$ cat src/rtl/lighthouse_sweep_sequencer_if.sv
// Bundle between the sweep sequencer, the interval detector, the sweep RAM and the sweep consumer.
// master = the sequencer, slave = everything around it.
interface lighthouse_sweep_sequencer_if #(
  parameter int ADDR_W = 7,
  parameter int DATA_W = 8,
  parameter int IVL_W  = 32
);
  logic [IVL_W-1:0]  interval;
  logic              ready;
  logic              ram_we;
  logic [ADDR_W-1:0] ram_waddr;
  logic [DATA_W-1:0] ram_wdata;
  logic [ADDR_W-1:0] ram_raddr;
  logic [DATA_W-1:0] ram_q;
  logic              out_valid;
  logic [DATA_W-1:0] out_data;
  logic              out_ready;

  modport master (
    input  interval, ready, ram_q, out_ready,
    output ram_we, ram_waddr, ram_wdata, ram_raddr, out_valid, out_data
  );

  modport slave (
    output interval, ready, ram_q, out_ready,
    input  ram_we, ram_waddr, ram_wdata, ram_raddr, out_valid, out_data
  );
endinterface

$ cat src/rtl/lighthouse_sweep_sequencer.sv
// Frame tracker + ring-buffer manager for lighthouse sweep delays, with prefetching pop port.
// Optional LH_SWEEP_TAG_EN: the RAM word MSB carries a frame parity bit instead of interval data.
module lighthouse_sweep_sequencer #(
  parameter int ADDR_W    = 7,
  parameter int DATA_W    = 8,
  parameter int IVL_W     = 32,
  parameter int SYNC_MAX  = 8,
  parameter int SWEEP_MAX = 120
) (
  input  logic                        clk,
  input  logic                        rst,
  lighthouse_sweep_sequencer_if.master bus,
  output logic [ADDR_W:0]             level,
  output logic                        overflow
);

  localparam int LVL_W = ADDR_W + 1;
  localparam logic [LVL_W-1:0] DEPTH     = LVL_W'(2**ADDR_W);
  localparam logic [IVL_W-1:0] SYNC_LIM  = IVL_W'(SYNC_MAX);
  localparam logic [IVL_W-1:0] SWEEP_LIM = IVL_W'(SWEEP_MAX);
`ifdef LH_SWEEP_TAG_EN
  localparam int PAY_W = DATA_W - 1;
`else
  localparam int PAY_W = DATA_W;
`endif
  localparam logic [IVL_W-1:0] PAY_MAX = IVL_W'((2**PAY_W) - 1);

  localparam logic [1:0] HUNT   = 2'd0;
  localparam logic [1:0] SYNCED = 2'd1;
  localparam logic [1:0] SWEEP  = 2'd2;

  localparam logic [1:0] R_IDLE = 2'd0;
  localparam logic [1:0] R_WAIT = 2'd1;
  localparam logic [1:0] R_HOLD = 2'd2;

  logic [1:0]        fstate_reg, fstate_next;
  logic [1:0]        rstate_reg;
  logic [ADDR_W-1:0] wptr_reg, rptr_reg;
  logic [LVL_W-1:0]  level_reg, level_after;
  logic              we_reg;
  logic [ADDR_W-1:0] waddr_reg;
  logic [DATA_W-1:0] wdata_reg, wdata_next;
  logic              valid_reg;
  logic [DATA_W-1:0] data_reg;
  logic              overflow_reg;
  logic [PAY_W-1:0]  payload;
  logic              is_sync, is_long, record, fetch, pop, full_at_commit, accept;

  assign is_sync = (bus.interval <= SYNC_LIM);
  assign is_long = (bus.interval > SWEEP_LIM);
  assign record  = bus.ready && (fstate_reg == SYNCED) && !is_sync && !is_long;

  always_comb begin
    fstate_next = fstate_reg;
    if (bus.ready) begin
      case (fstate_reg)
        HUNT:    if (is_sync) fstate_next = SYNCED;
        SYNCED:  if (is_sync)      fstate_next = SYNCED;
                 else if (is_long) fstate_next = HUNT;
                 else              fstate_next = SWEEP;
        SWEEP:   fstate_next = is_sync ? SYNCED : HUNT;
        default: fstate_next = HUNT;
      endcase
    end
  end

  assign fetch       = (rstate_reg == R_IDLE) && (level_reg != '0);
  assign pop         = (rstate_reg == R_HOLD) && valid_reg && bus.out_ready;
  assign level_after = level_reg + LVL_W'(we_reg) - LVL_W'(fetch);

  // The drop decision looks at the occupancy the write will land on next cycle;
  // a pop now guarantees a fetch in that same cycle, which frees the slot in time.
  assign full_at_commit = (level_after == DEPTH) && !pop;
  assign accept         = record && !full_at_commit;

  assign payload = (bus.interval > PAY_MAX) ? '1 : bus.interval[PAY_W-1:0];

`ifdef LH_SWEEP_TAG_EN
  logic tag_reg;

  assign wdata_next = {tag_reg, payload};

  always_ff @(posedge clk) begin
    if (rst) begin
      tag_reg <= 1'b0;
    end else if (bus.ready && (fstate_reg == HUNT) && is_sync) begin
      tag_reg <= ~tag_reg;
    end
  end
`else
  assign wdata_next = payload;
`endif

  always_ff @(posedge clk) begin
    if (rst) begin
      fstate_reg   <= HUNT;
      rstate_reg   <= R_IDLE;
      wptr_reg     <= '0;
      rptr_reg     <= '0;
      level_reg    <= '0;
      we_reg       <= 1'b0;
      waddr_reg    <= '0;
      wdata_reg    <= '0;
      valid_reg    <= 1'b0;
      data_reg     <= '0;
      overflow_reg <= 1'b0;
    end else begin
      fstate_reg <= fstate_next;
      level_reg  <= level_after;
      we_reg     <= accept;
      if (accept) begin
        waddr_reg <= wptr_reg;
        wdata_reg <= wdata_next;
        wptr_reg  <= wptr_reg + ADDR_W'(1);
      end
      if (record && full_at_commit) overflow_reg <= 1'b1;

      case (rstate_reg)
        R_IDLE: if (fetch) begin
          rptr_reg   <= rptr_reg + ADDR_W'(1);
          rstate_reg <= R_WAIT;
        end
        R_WAIT: begin
          data_reg   <= bus.ram_q;
          valid_reg  <= 1'b1;
          rstate_reg <= R_HOLD;
        end
        R_HOLD: if (pop) begin
          valid_reg  <= 1'b0;
          rstate_reg <= R_IDLE;
        end
        default: rstate_reg <= R_IDLE;
      endcase
    end
  end

  assign bus.ram_we    = we_reg;
  assign bus.ram_waddr = waddr_reg;
  assign bus.ram_wdata = wdata_reg;
  assign bus.ram_raddr = rptr_reg;
  assign bus.out_valid = valid_reg;
  assign bus.out_data  = data_reg;
  assign level         = level_reg;
  assign overflow      = overflow_reg;

endmodule

$ cat src/flat_wrapper.sv
// flat-port wrapper written by rule: the top's interface ports become plain ports
module lighthouse_sweep_sequencer_flat 
#(
  parameter int ADDR_W    = 7,
  parameter int DATA_W    = 8,
  parameter int IVL_W     = 32,
  parameter int SYNC_MAX  = 8,
  parameter int SWEEP_MAX = 120
)
  (clk, rst, level, overflow, bus_interval, bus_ready, bus_ram_q, bus_out_ready, bus_ram_we, bus_ram_waddr, bus_ram_wdata, bus_ram_raddr, bus_out_valid, bus_out_data);
  lighthouse_sweep_sequencer_if #(.ADDR_W(ADDR_W), .DATA_W(DATA_W), .IVL_W(IVL_W)) bus_i ();
  input  logic clk;
  input  logic rst;
  output logic [ADDR_W:0] level;
  output logic overflow;
  input wire logic [$bits(bus_i.interval)-1:0] bus_interval;
  input wire logic [$bits(bus_i.ready)-1:0] bus_ready;
  input wire logic [$bits(bus_i.ram_q)-1:0] bus_ram_q;
  input wire logic [$bits(bus_i.out_ready)-1:0] bus_out_ready;
  output wire logic [$bits(bus_i.ram_we)-1:0] bus_ram_we;
  output wire logic [$bits(bus_i.ram_waddr)-1:0] bus_ram_waddr;
  output wire logic [$bits(bus_i.ram_wdata)-1:0] bus_ram_wdata;
  output wire logic [$bits(bus_i.ram_raddr)-1:0] bus_ram_raddr;
  output wire logic [$bits(bus_i.out_valid)-1:0] bus_out_valid;
  output wire logic [$bits(bus_i.out_data)-1:0] bus_out_data;
  assign bus_i.interval = bus_interval;
  assign bus_i.ready = bus_ready;
  assign bus_i.ram_q = bus_ram_q;
  assign bus_i.out_ready = bus_out_ready;
  assign bus_ram_we = bus_i.ram_we;
  assign bus_ram_waddr = bus_i.ram_waddr;
  assign bus_ram_wdata = bus_i.ram_wdata;
  assign bus_ram_raddr = bus_i.ram_raddr;
  assign bus_out_valid = bus_i.out_valid;
  assign bus_out_data = bus_i.out_data;
  lighthouse_sweep_sequencer #(.ADDR_W(ADDR_W), .DATA_W(DATA_W), .IVL_W(IVL_W), .SYNC_MAX(SYNC_MAX), .SWEEP_MAX(SWEEP_MAX)) u_core (.clk(clk), .rst(rst), .bus(bus_i), .level(level), .overflow(overflow));
endmodule
$ cat config.mk
export PLATFORM = sky130hd
export DESIGN_NAME = lighthouse_sweep_sequencer_flat
export DESIGN_NICKNAME = d
export VERILOG_FILES = /design/src/rtl/lighthouse_sweep_sequencer_if.sv /design/src/rtl/lighthouse_sweep_sequencer.sv /design/src/flat_wrapper.sv
export SDC_FILE = /design/constraint.sdc
export NUM_CORES = 1
export LEC_CHECK = 0
export CAP_MARGIN = 25
export CORE_ASPECT_RATIO = 1.25
export CORE_MARGIN = 2
export CORE_UTILIZATION = 47
export CTS_CLUSTER_DIAMETER = 200
export DETAILED_ROUTE_END_ITERATION = 7
export PLACE_DENSITY = 0.81
export SKIP_LAST_GASP = 1
export SLEW_MARGIN = 20
export SYNTH_ARGS = -nofsm -noshare
export SYNTH_HDL_FRONTEND = slang
export SYNTH_SLANG_ARGS = --single-unit
$ cat constraint.sdc
create_clock -name clk -period 4.2 [get_ports clk]
set_input_delay 0.84 -clock clk [delete_from_list [all_inputs] [get_ports clk]]
set_output_delay 0.84 -clock clk [all_outputs]
set_load 0.1 [all_outputs]
Word-level counts from Yosys, hierarchy flattened --
Index checks and enable logic that the tools add are counted.
Storage, ports and cells: register bits after elaboration 52, output and inout port bits 41, word-level logic and storage cells 58
Cells by class: $add $sub $neg 4, order comparisons 3, eq/ne operators 8, mux-type cells 11, reductions and logical operators 21
Operator list (count):
- $gt 32x7->1 const B | 1
- $gt 32x8->1 const B | 1
- $le 32x4->1 const B | 1
- $add 7x1->7 const B | 2
- $pmux 2 s3 | 2
- $mux 2 | 5
- $logic_and 1x1->1 | 9
- $add 8x1->8 | 1
- $eq 8x8->1 const B | 1
- $mux 8 | 1
- $reduce_and 2->1 | 4
- $reduce_bool 8->1 | 1
- $sub 8x1->8 | 1
- $ne 2x1->1 const B | 3
- $eq 2x1->1 const B | 2
- $eq 2x2->1 const B | 2
- $logic_not 1->1 | 4
- $logic_not 2->1 | 2
- $mux 1 | 2
- $pmux 1 s2 | 1
- $reduce_bool 2->1 | 1

Longest topological paths before layout --
depth after elaboration 7, gate-level depth with buffers 18, depth with buffers taken out 16

Least setup slack after synthesis --
Ideal clock, no wire load.
path type register to register, start register u_core.level_reg[2], in the netlist u_core.level[2], end register u_core.wdata_reg[0], in the netlist u_core.bus.ram_wdata[0], setup time 0.080 ns, arrival time 4.236 ns, required time 4.120 ns, slack -0.116 ns, stages on the path, launching flop included 18, period minus slack after synthesis 4.316 ns, path through dfxtp_1 -> inv_1 -> ha_1 -> nand2_1 -> nor3_1 -> a211oi_2 -> ha_1 -> inv_1 -> ha_1 -> inv_1 -> fa_1 -> nor2b_1 -> o21ai_2 -> xnor2_1 -> nor4_4 -> buf_6 -> a211oi_1 -> a211oi_2
Between the ends: word-level cells in the longest chain between the ends 7, elaborated cells on any way between the ends 8, classes of those cells add/sub: 2; eq/ne: 1; reduce/logical: 5
RTL lines:
- start: declaration | line lighthouse_sweep_sequencer.sv:39 | logic [LVL_W-1:0] level_reg, level_after;
- start signal: assignment | line lighthouse_sweep_sequencer.sv:109 | level_reg <= level_after;
- branches (longest 2 deep; another with $add 8x1->8)
- $sub 8x1->8 (*) | line lighthouse_sweep_sequencer.sv:69 | assign level_after = level_reg + LVL_W'(we_reg) - LVL_W'(fetch);
- $eq 8x8->1 (*) | line lighthouse_sweep_sequencer.sv:73 | assign full_at_commit = (level_after == DEPTH) && !pop;
- $logic_and 1x1->1 (*) | line lighthouse_sweep_sequencer.sv:73
- $logic_not 1->1 (*) | line lighthouse_sweep_sequencer.sv:74 | assign accept = record && !full_at_commit;
- $logic_and 1x1->1 (*) | line lighthouse_sweep_sequencer.sv:74
- end signal: assignment | line lighthouse_sweep_sequencer.sv:113 | wdata_reg <= wdata_next;
- end: declaration | line lighthouse_sweep_sequencer.sv:42 | logic [DATA_W-1:0] wdata_reg, wdata_next;
Every way passes the cells marked *. A chain may end at the register's enable or synchronous reset.

Final worst setup path --
start register u_core.level_reg[2], in the netlist u_core.level[2], end register u_core.wptr_reg[1]
Between the ends: word-level cells in the longest chain between the ends 7, elaborated cells on any way between the ends 8, classes of those cells add/sub: 2; eq/ne: 1; reduce/logical: 5
RTL lines:
- branches (longest 2 deep; another with $add 8x1->8)
- $sub 8x1->8 (*) | line lighthouse_sweep_sequencer.sv:69
- $eq 8x8->1 (*) | line lighthouse_sweep_sequencer.sv:73
- $logic_and 1x1->1 (*) | line lighthouse_sweep_sequencer.sv:73
- $logic_not 1->1 (*) | line lighthouse_sweep_sequencer.sv:74
- $logic_and 1x1->1 (*) | line lighthouse_sweep_sequencer.sv:74
- end signal: assignment | line lighthouse_sweep_sequencer.sv:114 | wptr_reg <= wptr_reg + ADDR_W'(1);
- end: declaration | line lighthouse_sweep_sequencer.sv:38 | logic [ADDR_W-1:0] wptr_reg, rptr_reg;
Marks and branches as above.

==> out/results.tsv <==
stage	metric	value	unit
pwr	overall power	2.47	mW
grt	vias in the first global route	2362	
sta	Hold Fails Final Rpt	0	
synthesis	Post-synth ARST share	0	%
clocking	Hold Buf Count CTS	0	
place	RD Place Congestion	0.815	
sta	Max Fclk	274	MHz
synthesis	Synth Instances	305	
min_path	worst hold path class	reg2reg	
worst_setup_path	WS Path Type	reg2reg	
place	IO buf count	84	
grt	global-route wire length before repair	10400	um
worst_setup_path	CP Data Arrival Time	3.81	ns
floorplan	DIE AREA	6400	sq um
place	DPL Wire Length	4690	um
clocking	CTS Buf Count	5	
routing	Vias per Instance	5.40	
worst_setup_path	Crit Path Max Fanout	10	
clocking	setup repair bufs after CTS	0	
grt	GR Overflow Total	0	
clocking	Num Clock Sinks	52	
pwr	peak supply drop	351	uV
place	Cells after DPL	444	
final_layout	Final Cell Area	3720	sq um
worst_setup_path	CP startpoint	u_core.level[2]	
floorplan	die extent in y	88.9	um
synthesis	top cells by area, synth	dfxtp_1 38%, ha_1 6.0%, mux2i_1 5.9%	
sta	minimum clock period after layout	3.65	ns
clocking	CTS H-tree depth	2	
clocking	clock slew at reported path FFs	0.09	ns
floorplan	die width	72.0	um
clocking	post-CTS sizing	0	
synthesis	Post-synth EDFFs	0	
sta	final slew viol count	0	
final_layout	number of diodes	0	
synthesis	Synth top cells by count	52 x dfxtp_1, 42 x nand2_1, 23 x inv_1	
place	pre-CTS setup slack	0.544	ns
sta	Final Cycle Share	87.0	%
synthesis	YS warnings	0	
floorplan	initial core utilization	49.2	%
place	placed instance area	3600	sq um
synthesis	biggest area consumer among synthesized cells	dfxtp_1	
synthesis	most common cell in the synthesized netlist	dfxtp_1	
floorplan	core area	5520	sq um
final_layout	Area Growth Syn to Fin	37.3	%
floorplan	site row count	30	
sta	slew margin rel.	32.7	%
grt	largest net degree at the start of global routing	41	
clocking	CTS tree	built	
synthesis	top-area cell type share of the netlist area	38.4	%
grt	initial antenna violation count	0	
floorplan	io pins	85	
synthesis	Synthesized Nets	363	
synthesis	Synth Register Bits	52	
final_layout	Finished Layout Cells	452	
clocking	Max clock buf depth	2	
routing	Routed Antenna Nets	0	
worst_setup_path	R2R depth	16	
routing	DR WL/cell	13.6	um
routing	number of DRC markers in iteration 0	117	
synthesis	post-synth cell types	53	
worst_setup_path	critical path endpoint category	flop	
sta	Final TNS setup	0	ns
synthesis	post-synthesis sequential area ratio	38.4	%
final_layout	fraction of layout instances using a drive strength above 1	9.79	%
worst_setup_path	crit path capture	u_core.wptr_reg[1]	
worst_setup_path	R2R setup slack	0.55	ns
worst_setup_path	Critical R2R Launch	u_core.level[2]	
sta	Final Skew	0.00769	ns
final_layout	nets@finish	445	
routing	number of detailed-route iterations in the first pass	4	
routing	detailed-route DRC error count	0	
synthesis	area of the mapped netlist	2710	sq um
worst_setup_path	Worst EP required	4.36	ns
pwr	P_leak	1.30	nW
job	max_cap viols	0	
min_path	Cells on Worst Hold Path	2	
clocking	CTS Root Cell	clkbuf_8	
routing	Detailed Route WL	6140	um
clocking	worst skew pair latency	0.30	ns
routing	via total after detailed routing	2439	
sta	Worst Tran Pin Value	1.01	ns
pwr	Cell Pwr Density	663	nW/um^2
synthesis	top_reg_cell synth	dfxtp_1	
synthesis	average size of a mapped cell	8.89	sq um
sta	setup violators final	0	
sta	RSZ-0062 raised after global routing	false	
sta	post-route setup slack	0.547	ns
grt	gr usage total	20.0	%
worst_setup_path	RR Endpoint	u_core.wptr_reg[1]	
outcome	status	completed	
worst_setup_path	CP Launch Type	flop	
worst min-delay path by stage:
stage,start,endpoint,slack [ns]
finish,u_core.bus.out_data[0],u_core.bus.out_data[0],0.46
global route,u_core.bus.out_data[2],u_core.bus.out_data[2],0.48
CTS,u_core.bus.out_data[0],u_core.bus.out_data[0],0.46
detailed placement,u_core.bus.out_data[0],u_core.bus.out_data[0],0.45
global placement,u_core.bus.out_data[7],u_core.bus.out_data[7],0.44
floorplan,u_core.wptr_reg[6],u_core.wptr_reg[6],0.45
per-layer routing:
| layer | track usage [%] | vias up | wire length (um) |
|---|---|---|---|
| met2 | 37.4 | 69 | 3120 |
| met1 | 23.5 | 1125 | 2670 |
| met3 | 3.38 | 6 | 279 |
| met5 | 0 | - | 0 |
| li1 | - | 1239 | - |
| met4 | 5.66 | 0 | 70 |
worst max-delay path: stages (launching register included):
cell and delay (ns):
dfxtp_2 0.35, inv_1 0.06, ha_1 0.19, nand2_1 0.06, nor3_1 0.05, a211oi_2 0.27, ha_1 0.28, inv_1 0.06
ha_1 0.15, inv_1 0.05, fa_1 0.39, nor2b_1 0.23, o21ai_2 0.10, xnor2_1 0.17, nor4_4 0.58, a21oi_2 0.33
mux2i_1 0.19
through the flow:
| stage | utilization [%] | hold WS (ns) |
|---|---|---|
| 4_1_cts | 67.5 | 0.459 |
| 5_1_grt | 67.5 | 0.479 |
| 3_3_place_gp | 65.2 | 0.441 |
| 6_report | 67.5 | 0.457 |
| 2_1_floorplan | - | 0.452 |
| 3_5_place_dp | 65.2 | 0.446 |
layout by cell type, fill, tap and decap left out, types with 5 or more instances in the layout:
cell,instances
dfxtp_1,48
nor4_1,7
xor2_1,5
nand4_1,7
clkbuf_8,7
nand2_1,42
or3_1,8
nand2b_1,8
mux2i_1,16
nor2_1,17
a21oi_1,17
a211oi_1,8
inv_1,23
ha_1,13
a211oi_2,8
clkdlybuf4s50_1,84
layout make-up:
type	instances	area, sq um
fill	467	1790
multi-input combinational	217	1520
sequential	52	1050
timing repair buffer	88	871
clock buffer	7	96.3
inverter	23	86.3
tap	64	80.1
clock inverter	1	30.0
report_power, final:
group | internal, mW | switching [mW] | total, mW
Combinational | 0.479 | 0.990 | 1.47
Sequential | 0.568 | 0.0590 | 0.627
Clock | 0.210 | 0.163 | 0.373
logic make-up after synthesis:
| family | after synthesis | synth area share [%] |
|---|---|---|
| XOR/XNOR | 7 | 2.26 |
| buffers and inverters | 36 | 5.77 |
| AND/OR/NAND/NOR | 126 | 25.0 |
| adder cells (fa/ha/maj) | 14 | 6.73 |
| AO/OA/AOI/OAI | 54 | 16.0 |
| flip-flops | 52 | 38.4 |
| multiplexers | 16 | 5.90 |
Power figures use the tool's default switching activity.
